### src/rtl/alu_pkg.sv
// Shared types and operation-decoding helpers for the iterative RV M-extension unit.
package alu_pkg;

   typedef enum logic [2:0] {
      MD_MUL    = 3'd0,
      MD_MULH   = 3'd1,
      MD_MULHSU = 3'd2,
      MD_MULHU  = 3'd3,
      MD_DIV    = 3'd4,
      MD_DIVU   = 3'd5,
      MD_REM    = 3'd6,
      MD_REMU   = 3'd7
   } md_op_e;

   typedef enum logic [1:0] {
      IDLE,
      CALC,
      FIX,
      DONE
   } md_state_e;

   function automatic logic is_div(input md_op_e op);
      return (op == MD_DIV) || (op == MD_DIVU) || (op == MD_REM) || (op == MD_REMU);
   endfunction

   function automatic logic is_rem(input md_op_e op);
      return (op == MD_REM) || (op == MD_REMU);
   endfunction

   function automatic logic is_signed_a(input md_op_e op);
      return (op == MD_MULH) || (op == MD_MULHSU) || (op == MD_DIV) || (op == MD_REM);
   endfunction

   function automatic logic is_signed_b(input md_op_e op);
      return (op == MD_MULH) || (op == MD_DIV) || (op == MD_REM);
   endfunction

endpackage

### src/rtl/muldiv_iter.sv
// One combinational iteration step: shift-add multiply or restoring-divide,
// sharing a {hi, lo} accumulator pair with the caller.
module muldiv_iter
   import alu_pkg::*;
#(
   parameter int XLEN = 32
) (
   input  logic            is_div_op,
   input  logic [XLEN-1:0] hi,
   input  logic [XLEN-1:0] lo,
   input  logic [XLEN-1:0] operand,
   output logic [XLEN-1:0] hi_nxt,
   output logic [XLEN-1:0] lo_nxt
);

   logic [XLEN:0]   sum;
   logic [XLEN:0]   rem_sh;
   logic [XLEN-1:0] diff;
   logic            ge;

   // The remainder always stays below the divisor, so the difference fits XLEN bits.
   always_comb begin
      sum    = {1'b0, hi} + (lo[0] ? {1'b0, operand} : {(XLEN+1){1'b0}});
      rem_sh = {hi, lo[XLEN-1]};
      ge     = rem_sh >= {1'b0, operand};
      diff   = rem_sh[XLEN-1:0] - operand;
      if (is_div_op) begin
         hi_nxt = ge ? diff : rem_sh[XLEN-1:0];
         lo_nxt = {lo[XLEN-2:0], ge};
      end else begin
         hi_nxt = sum[XLEN:1];
         lo_nxt = {sum[0], lo[XLEN-1:1]};
      end
   end

endmodule

### src/rtl/alu_muldiv.sv
// Iterative RV M-extension unit (MUL*/DIV*/REM*) with valid/ready on both sides.
// Operates on magnitudes for XLEN cycles, then applies sign correction in FIX.
module alu_muldiv
   import alu_pkg::*;
#(
   parameter int XLEN = 32
) (
   input  logic            i_clk,
   input  logic            i_rstn,
   input  logic            i_valid,
   output logic            o_ready,
   input  logic [2:0]      i_op,
   input  logic [XLEN-1:0] i_Ra,
   input  logic [XLEN-1:0] i_Rb,
   input  logic            i_kill,
   output logic            o_valid,
   input  logic            i_ready,
   output logic [XLEN-1:0] o_Rc,
   output logic            o_Z
);

   localparam int CNT_W = $clog2(XLEN);
   localparam logic [XLEN-1:0] MIN_VAL = {1'b1, {(XLEN-1){1'b0}}};

   md_state_e       state, next_state;
   md_op_e          op_in, op_q;
   logic [XLEN-1:0] acc_hi, acc_lo, b_mag, hi_nxt, lo_nxt;
   logic [XLEN-1:0] a_in_mag, b_in_mag, special_res, fixed_res;
   logic [2*XLEN-1:0] prod, prod_s;
   logic            neg_prod, neg_rem;
   logic            sign_a_in, sign_b_in;
   logic            accept, div_zero, overflow, special;
   logic [CNT_W-1:0] cnt;

   assign op_in = md_op_e'(i_op);
   assign o_Z   = (o_Rc == '0);

   always_comb begin
      sign_a_in   = is_signed_a(op_in) && i_Ra[XLEN-1];
      sign_b_in   = is_signed_b(op_in) && i_Rb[XLEN-1];
      a_in_mag    = sign_a_in ? -i_Ra : i_Ra;
      b_in_mag    = sign_b_in ? -i_Rb : i_Rb;
      accept      = i_valid && o_ready && !i_kill;
      div_zero    = is_div(op_in) && (i_Rb == '0);
      overflow    = ((op_in == MD_DIV) || (op_in == MD_REM)) && (i_Ra == MIN_VAL) && (i_Rb == '1);
      special     = div_zero || overflow;
      special_res = '0;
      if (div_zero)
         special_res = is_rem(op_in) ? i_Ra : '1;
      else
         special_res = is_rem(op_in) ? '0 : MIN_VAL;
   end

   muldiv_iter #(.XLEN(XLEN)) u_iter (
      .is_div_op (is_div(op_q)),
      .hi        (acc_hi),
      .lo        (acc_lo),
      .operand   (b_mag),
      .hi_nxt    (hi_nxt),
      .lo_nxt    (lo_nxt)
   );

   // Sign correction: quotient follows the product sign rule, remainder the dividend.
   always_comb begin
      prod   = {acc_hi, acc_lo};
      prod_s = neg_prod ? -prod : prod;
      case (op_q)
         MD_MUL:                      fixed_res = prod_s[XLEN-1:0];
         MD_MULH, MD_MULHSU, MD_MULHU: fixed_res = prod_s[2*XLEN-1:XLEN];
         MD_DIV, MD_DIVU:             fixed_res = neg_prod ? -acc_lo : acc_lo;
         default:                     fixed_res = neg_rem ? -acc_hi : acc_hi;
      endcase
   end

   always_ff @(posedge i_clk) begin
      if (!i_rstn)
         state <= IDLE;
      else
         state <= next_state;
   end

   always_comb begin
      next_state = state;
      if (i_kill) begin
         next_state = IDLE;
      end else begin
         case (state)
            IDLE:    if (accept) next_state = special ? DONE : CALC;
            CALC:    if (cnt == '0) next_state = FIX;
            FIX:     next_state = DONE;
            DONE:    if (o_valid && i_ready) next_state = IDLE;
            default: next_state = IDLE;
         endcase
      end
   end

   always_comb begin
      o_ready = (state == IDLE);
   end

   // o_valid is registered, so it rises the edge after DONE is entered.
   always_ff @(posedge i_clk) begin
      if (!i_rstn) begin
         o_valid  <= 1'b0;
         o_Rc     <= '0;
         cnt      <= '0;
         op_q     <= MD_MUL;
         acc_hi   <= '0;
         acc_lo   <= '0;
         b_mag    <= '0;
         neg_prod <= 1'b0;
         neg_rem  <= 1'b0;
      end else begin
         o_valid <= (state == DONE) && !i_kill && !(o_valid && i_ready);
         case (state)
            IDLE: begin
               if (accept) begin
                  op_q     <= op_in;
                  acc_hi   <= '0;
                  acc_lo   <= a_in_mag;
                  b_mag    <= b_in_mag;
                  neg_prod <= sign_a_in ^ sign_b_in;
                  neg_rem  <= sign_a_in;
                  cnt      <= CNT_W'(XLEN-1);
                  if (special)
                     o_Rc <= special_res;
               end
            end
            CALC: begin
               acc_hi <= hi_nxt;
               acc_lo <= lo_nxt;
               if (cnt != '0)
                  cnt <= cnt - CNT_W'(1);
            end
            FIX: begin
               if (!i_kill)
                  o_Rc <= fixed_res;
            end
            default: ;
         endcase
      end
   end

endmodule

### config.mk
export PLATFORM = sky130hd
export DESIGN_NAME = alu_muldiv
export DESIGN_NICKNAME = d
export VERILOG_FILES = /design/src/rtl/alu_pkg.sv /design/src/rtl/muldiv_iter.sv /design/src/rtl/alu_muldiv.sv
export SDC_FILE = /design/constraint.sdc
export NUM_CORES = 1
export LEC_CHECK = 0
export BUFFER_PORTS_ARGS = -buffer_cell sky130_fd_sc_hd__buf_2
export CORE_MARGIN = 3
export CORE_UTILIZATION = 46
export DETAILED_ROUTE_END_ITERATION = 10
export HOLD_SLACK_MARGIN = 0.05
export PLACE_DENSITY = 0.6
export SKIP_LAST_GASP = 1
export SLEW_MARGIN = 20
export SYNTH_ARGS = -nofsm -noshare
export SYNTH_HDL_FRONTEND = slang
export SYNTH_HIERARCHICAL = 1
export SYNTH_SLANG_ARGS = --single-unit
export TNS_END_PERCENT = 10
### constraint.sdc
create_clock -name i_clk -period 3.9 [get_ports i_clk]
set_input_delay 0.78 -clock i_clk [delete_from_list [all_inputs] [get_ports i_clk]]
set_output_delay 0.78 -clock i_clk [all_outputs]
set_load 0.02 [all_outputs]
### After elaboration in Yosys (flattened, before gate mapping)

Index checks and enable logic that the tools add are counted.

* bits in registers: 141
* output and inout port bits: 35

* add/subtract/negate cells: 8
* order comparisons: 1
* equal/unequal tests: 24
* mux-type cells: 29
* bitwise gates (word level): 2
* reductions and logical operators: 42

Operators by type and width (number)
* two-way mux 32 bit: 16
* one-hot mux 32 bit (2 select lines): 3
* negation 32 bit: 4
* one-hot mux 32 bit (3 select lines): 1
* == test 32 bit, second input constant: 2
* logical NOT 32 bit: 2
* two-way mux 64 bit: 1
* negation 64 bit: 1
* adder 32 x 33 -> 33 bit: 1
* >= comparator 33 x 32 -> 1 bit: 1
* subtractor 32 bit: 1
* == test 3 bit, second input constant: 8
* logical OR 1 bit: 14
* logical AND 1 bit: 10
* two-way mux 5 bit: 2
* one-hot mux 5 bit (2 select lines): 1
* == test 3 x 2 -> 1 bit, second input constant: 3
* two-way mux 2 bit: 4
* inequality test 2 bit, second input constant: 4
* one-hot mux 2 bit (4 select lines): 1
* == test 3 x 1 -> 1 bit, second input constant: 2
* AND reduction 3 bit: 2
* logical NOT 5 bit: 1
* nonzero test 5 bit: 1
* other kinds (14): 20

### Logic depth before layout (Yosys ltp)

* depth after elaboration: 9
* gate-level depth with buffers: 15
* depth with buffers taken out: 15

### Hierarchy

The synthesis kept the hierarchy.

By module, submodules not included
* alu_muldiv: instances 1, cells an instance 1394, area each 10540.1 µm², seq. area each 2822.7 µm²
* muldiv_iter: instances 1, cells an instance 671, area each 4698.3 µm², seq. area each 0.0 µm²

### Worst setup path after synthesis

Ideal clock, no wire load.

* kind: flip-flop to flip-flop
* from: register acc_lo[0]
* to: register acc_hi[27]
* setup time: 0.118 ns
* arrival: 3.376 ns
* slack: 0.405 ns
* cell stages (with the launch flop): 16
* buffers on the path: 1
* period minus slack after synthesis: 3.495 ns
* cells stage by stage: dfxtp_1 -> clkbuf_1 -> and2_1 -> ha_1 -> fa_1 -> a21o_1 -> a211oi_2 -> and4bb_1 -> o211ai_2 -> a211oi_2 -> o211ai_2 -> or4b_1 -> and4_1 -> a221o_1 -> a22oi_1 -> nor2b_1

* word-level cells in the longest chain between the ends: 4

Ends and longest elaborated chain
* start: declaration: line alu_muldiv.sv:27 `logic [XLEN-1:0] acc_hi, acc_lo, b_mag, hi_nxt, lo_nxt;`
* start signal: assignment: line alu_muldiv.sv:120 `acc_lo <= a_in_mag;`
* start signal: assignment: line alu_muldiv.sv:131 `acc_lo <= lo_nxt;`
* two-way mux 32 bit: line muldiv_iter.sv:23 `sum = {1'b0, hi} + (lo[0] ? {1'b0, operand} : {(XLEN+1){1'b0}});`
* adder 32 x 33 -> 33 bit: line muldiv_iter.sv:23
* two-way mux 32 bit: line muldiv_iter.sv:27 `if (is_div_op) begin`
* named net hi_nxt[27]: line alu_muldiv.sv:27
* one-hot mux 32 bit (2 select lines): line alu_muldiv.sv:115 `case (state)`
* end signal: assignment: line alu_muldiv.sv:130 `acc_hi <= hi_nxt;`
* end: declaration: line alu_muldiv.sv:27

The timed path passes the listed nets, and every way through them passes these cells.
A chain may end at the register's enable or synchronous reset.

### Worst setup path in the final report

Same ends and word-level chain as after synthesis.

==> results.cfg <==
[die]
core.rowCount = 66
io_pins = 107
die_y_um = 188.0
die-area_sq_mm = 0.03535
coreArea_sq_mm = 0.03262
initial_utilization_pct = 46.72
chipWidth_um = 188.0

[yosys]
ys_seq_area_share_pct = 18.52
synth-main-ff-cell = dfxtp_1
synth_cells = 2065
synth_warnings = 6
synth_area_sq_mm = 0.01524
ys_async_sr_fraction_pct = 0
syn-num-nets = 2214
synth_edf_count = 0
avgSynthCellArea_sq_um = 7.379
yosys_register_bits = 141
synthDistinctLibCells = 87

[hold_path]
hp-class = register to register
hold_depth = 2

[drt]
viasPerCell = 6.501
wl_per_cell_um = 22.80
wl_um = 59100
final_antenna_net_count = 0
drc = 0
first_iter_violations = 1930
vias = 16850
firstDrtPassIters = 8

[critical_path]
crit_cells = 14
critical_path.max_stage_delay_ns = 0.44
start_kind = register
cpLargestDelayFamily = compound AO/OA/AOI/OAI gates
worstPathCellList = and2_1, ha_1, fa_1, a21o_1, a211oi_2, and4bb_1, o211ai_2, a211oi_2, o211ai_2, or4b_1, and4_1, a221o_1, a22oi_1, nor2b_1
required_ns = 4.25
r2r_cells = 14
cp_max_fo = 12
cp_slowest_cell = or4b_1
arrival_ns = 4.11
worstSetupPathType = register to register
end_kind = register
crit_buf_inv = 0
r2r_setup_slack_ns = 0.13

[timing]
fmax_mhz = 265.4
slew_headroom_pct = 27.98
rsz0062_at_grt = true
max_slew.worst_pin.slew_ns = 1.076
slew_viol_final = 0
hold_viol_final = 0
setup_viol = 0
hold_ws_ns = 0.4759
min_period_over_period_pct = 96.61
clock-skew-final_ns = 0.01162
period_minus_slack_ns = 3.768

[final_layout]
layout_commonest_cell = nand2_1
stdcell_count = 2592
layout_common_cells = 161 x nand2_1, 140 x o21ai_0, 138 x dfxtp_1
drive_above_1_share_pct = 15.22
num-fill-cells = 3257
nNetsFinal = 2285
area_growth_syn_to_layout_pct = 12.54
finish.instance_area_sq_mm = 0.01715

[global_route]
grt_pass1_wl_um = 91430
grt_overflow = 0
grt_pass1_vias = 15650
grt_max_degree = 79
grt_usage_pct = 32.38
antenna_found_initial = 1

[place]
dp.cells = 2559
dp_hpwl_um = 44520
io_buffers = 106
placed_area_sq_mm = 0.01654
gp_congestion = 0.9978

[pwr]
p_int_mw = 2.959
combPwrFrac_pct = 27.9
power.switching_mw = 1.661
swShare_pct = 35.96
pwr-share-seq_pct = 34.5
vdd_drop_max_v = 0.0003293
p_leak_nw = 7.374
p_clk_share_pct = 37.6
powerDensity_mw_per_mm2 = 269.4
total_power_mw = 4.620

[cts]
cts_max_path_buffers = 2
cts_root_buffer = clkbuf_16
clk_latency_ns = 0.45
clk_pin_slew_ns = 0.07
cts_tree = built
htree_levels = 4
cts_hold_buf = 0
numClockSinks = 141
cts_made_buffers = 17

[flow_run]
max-cap-violations = 0

[run_status]
status = completed
## sequential cells by signal, summed over array words and instances (netlist names), 2 cells and up
register	cells
acc_hi	32
acc_lo	32
b_mag	32
cnt	5
o_Rc	32
op_q	3
state	2
## logic make-up after synthesis
family / after synthesis / share of synthesized area, %
XOR/XNOR: 155 / 8.909
multiplexers: 76 / 5.271
AND/OR/NAND/NOR: 698 / 24.13
flip-flops: 141 / 18.52
AO/OA/AOI/OAI: 685 / 30.72
buffers and inverters: 233 / 6.027
adder cells (fa/ha/maj): 77 / 6.421
## cell type report
class	count	area, sq um	share of cell area, %
diodes	1	2.502	0.01459
clock buffers	17	425.4	2.481
clock inverters	15	175.2	1.021
inverters	78	292.8	1.707
multi-input cells	1691	11530	67.23
flip-flops and latches	141	2829	16.50
well taps	442	553.0	3.225
repair buffers	207	1341	7.821
## per-layer routing
layer / wire length [um] / up-vias / part of all wire, % / global-route usage [%]
li1: - / 7830 / - / -
met5: 0 / - / 0 / 0
met4: 1266 / 0 / 2.1 / 7.359
met3: 5798 / 104 / 9.8 / 7.179
met2: 25950 / 849 / 44 / 50.60
met1: 26090 / 8068 / 44 / 45.55
## worst paths after layout
kind | start | endpoint
worst max-delay path | acc_lo[0] | acc_hi[27]
worst min-delay path | op_q[1] | op_q[1]
worst max register to register | acc_lo[0] | acc_hi[27]
worst min register to register | op_q[1] | op_q[1]
## power by group through the flow
stage	logic [mW]	registers, mW	clock network (mW)
floorplan	0.846	1.57	0
global placement	1.24	1.62	0
detailed placement	1.25	1.62	0
CTS	1.26	1.59	1.77
global route	1.39	1.60	1.83
finish	1.29	1.59	1.74
## worst min-delay path, cell delays in order, from the launching register on
cell	delay [ns]
dfxtp_1	0.31
nand2_1	0.05
a21boi_0	0.07
## metrics by stage
step | setup WS, ns | utilization (%) | TNS (ns)
finish | 0.1324 | 52.57 | 0
global route | -0.1024 | 52.57 | -0.1104
CTS | 0.1396 | 52.55 | 0
detailed placement | 0.1795 | 50.71 | 0
global placement | 0.2388 | 50.71 | 0
floorplan | 0.4052 | - | 0
## cell usage after synthesis (15+ instances only)
| cell type | instances | area share (%) |
|---|---|---|
| xor2_1 | 74 | 4.3 |
| inv_1 | 77 | 1.9 |
| a22oi_1 | 41 | 2.0 |
| o21a_1 | 21 | 1.0 |
| nand3_1 | 43 | 1.4 |
| and2_1 | 54 | 2.2 |
| a21oi_1 | 119 | 3.9 |
| a31oi_1 | 34 | 1.4 |
| nor2b_1 | 51 | 2.1 |
| o211a_1 | 35 | 2.3 |
| dfxtp_1 | 141 | 19 |
| mux2i_1 | 42 | 2.8 |
| nand4_1 | 34 | 1.4 |
| o21ai_0 | 142 | 4.7 |
| a21boi_0 | 15 | 0.74 |
| o31ai_1 | 35 | 1.7 |
| nand2_1 | 161 | 4.0 |
| o211ai_1 | 27 | 1.3 |
| or4_1 | 27 | 1.3 |
| o41ai_1 | 21 | 1.2 |
| mux2_2 | 34 | 2.5 |
| clkbuf_1 | 131 | 3.2 |
| or3_1 | 40 | 1.6 |
| ha_1 | 75 | 6.2 |
| nor3_1 | 37 | 1.2 |
| a21o_1 | 42 | 2.1 |
| xnor2_1 | 81 | 4.7 |
| nor4_1 | 43 | 1.8 |
| nor2_1 | 128 | 3.2 |
| and3_1 | 16 | 0.66 |
| o21ai_1 | 21 | 0.69 |
## what timing repair did
| action | CTS | global route |
|---|---|---|
| buffers inserted | 0 | 0 |
| resized for setup | 0 | 2 |
| endpoints found under the setup margin | 0 | 4 |
Note: power is estimated with default switching activity, not from simulation.
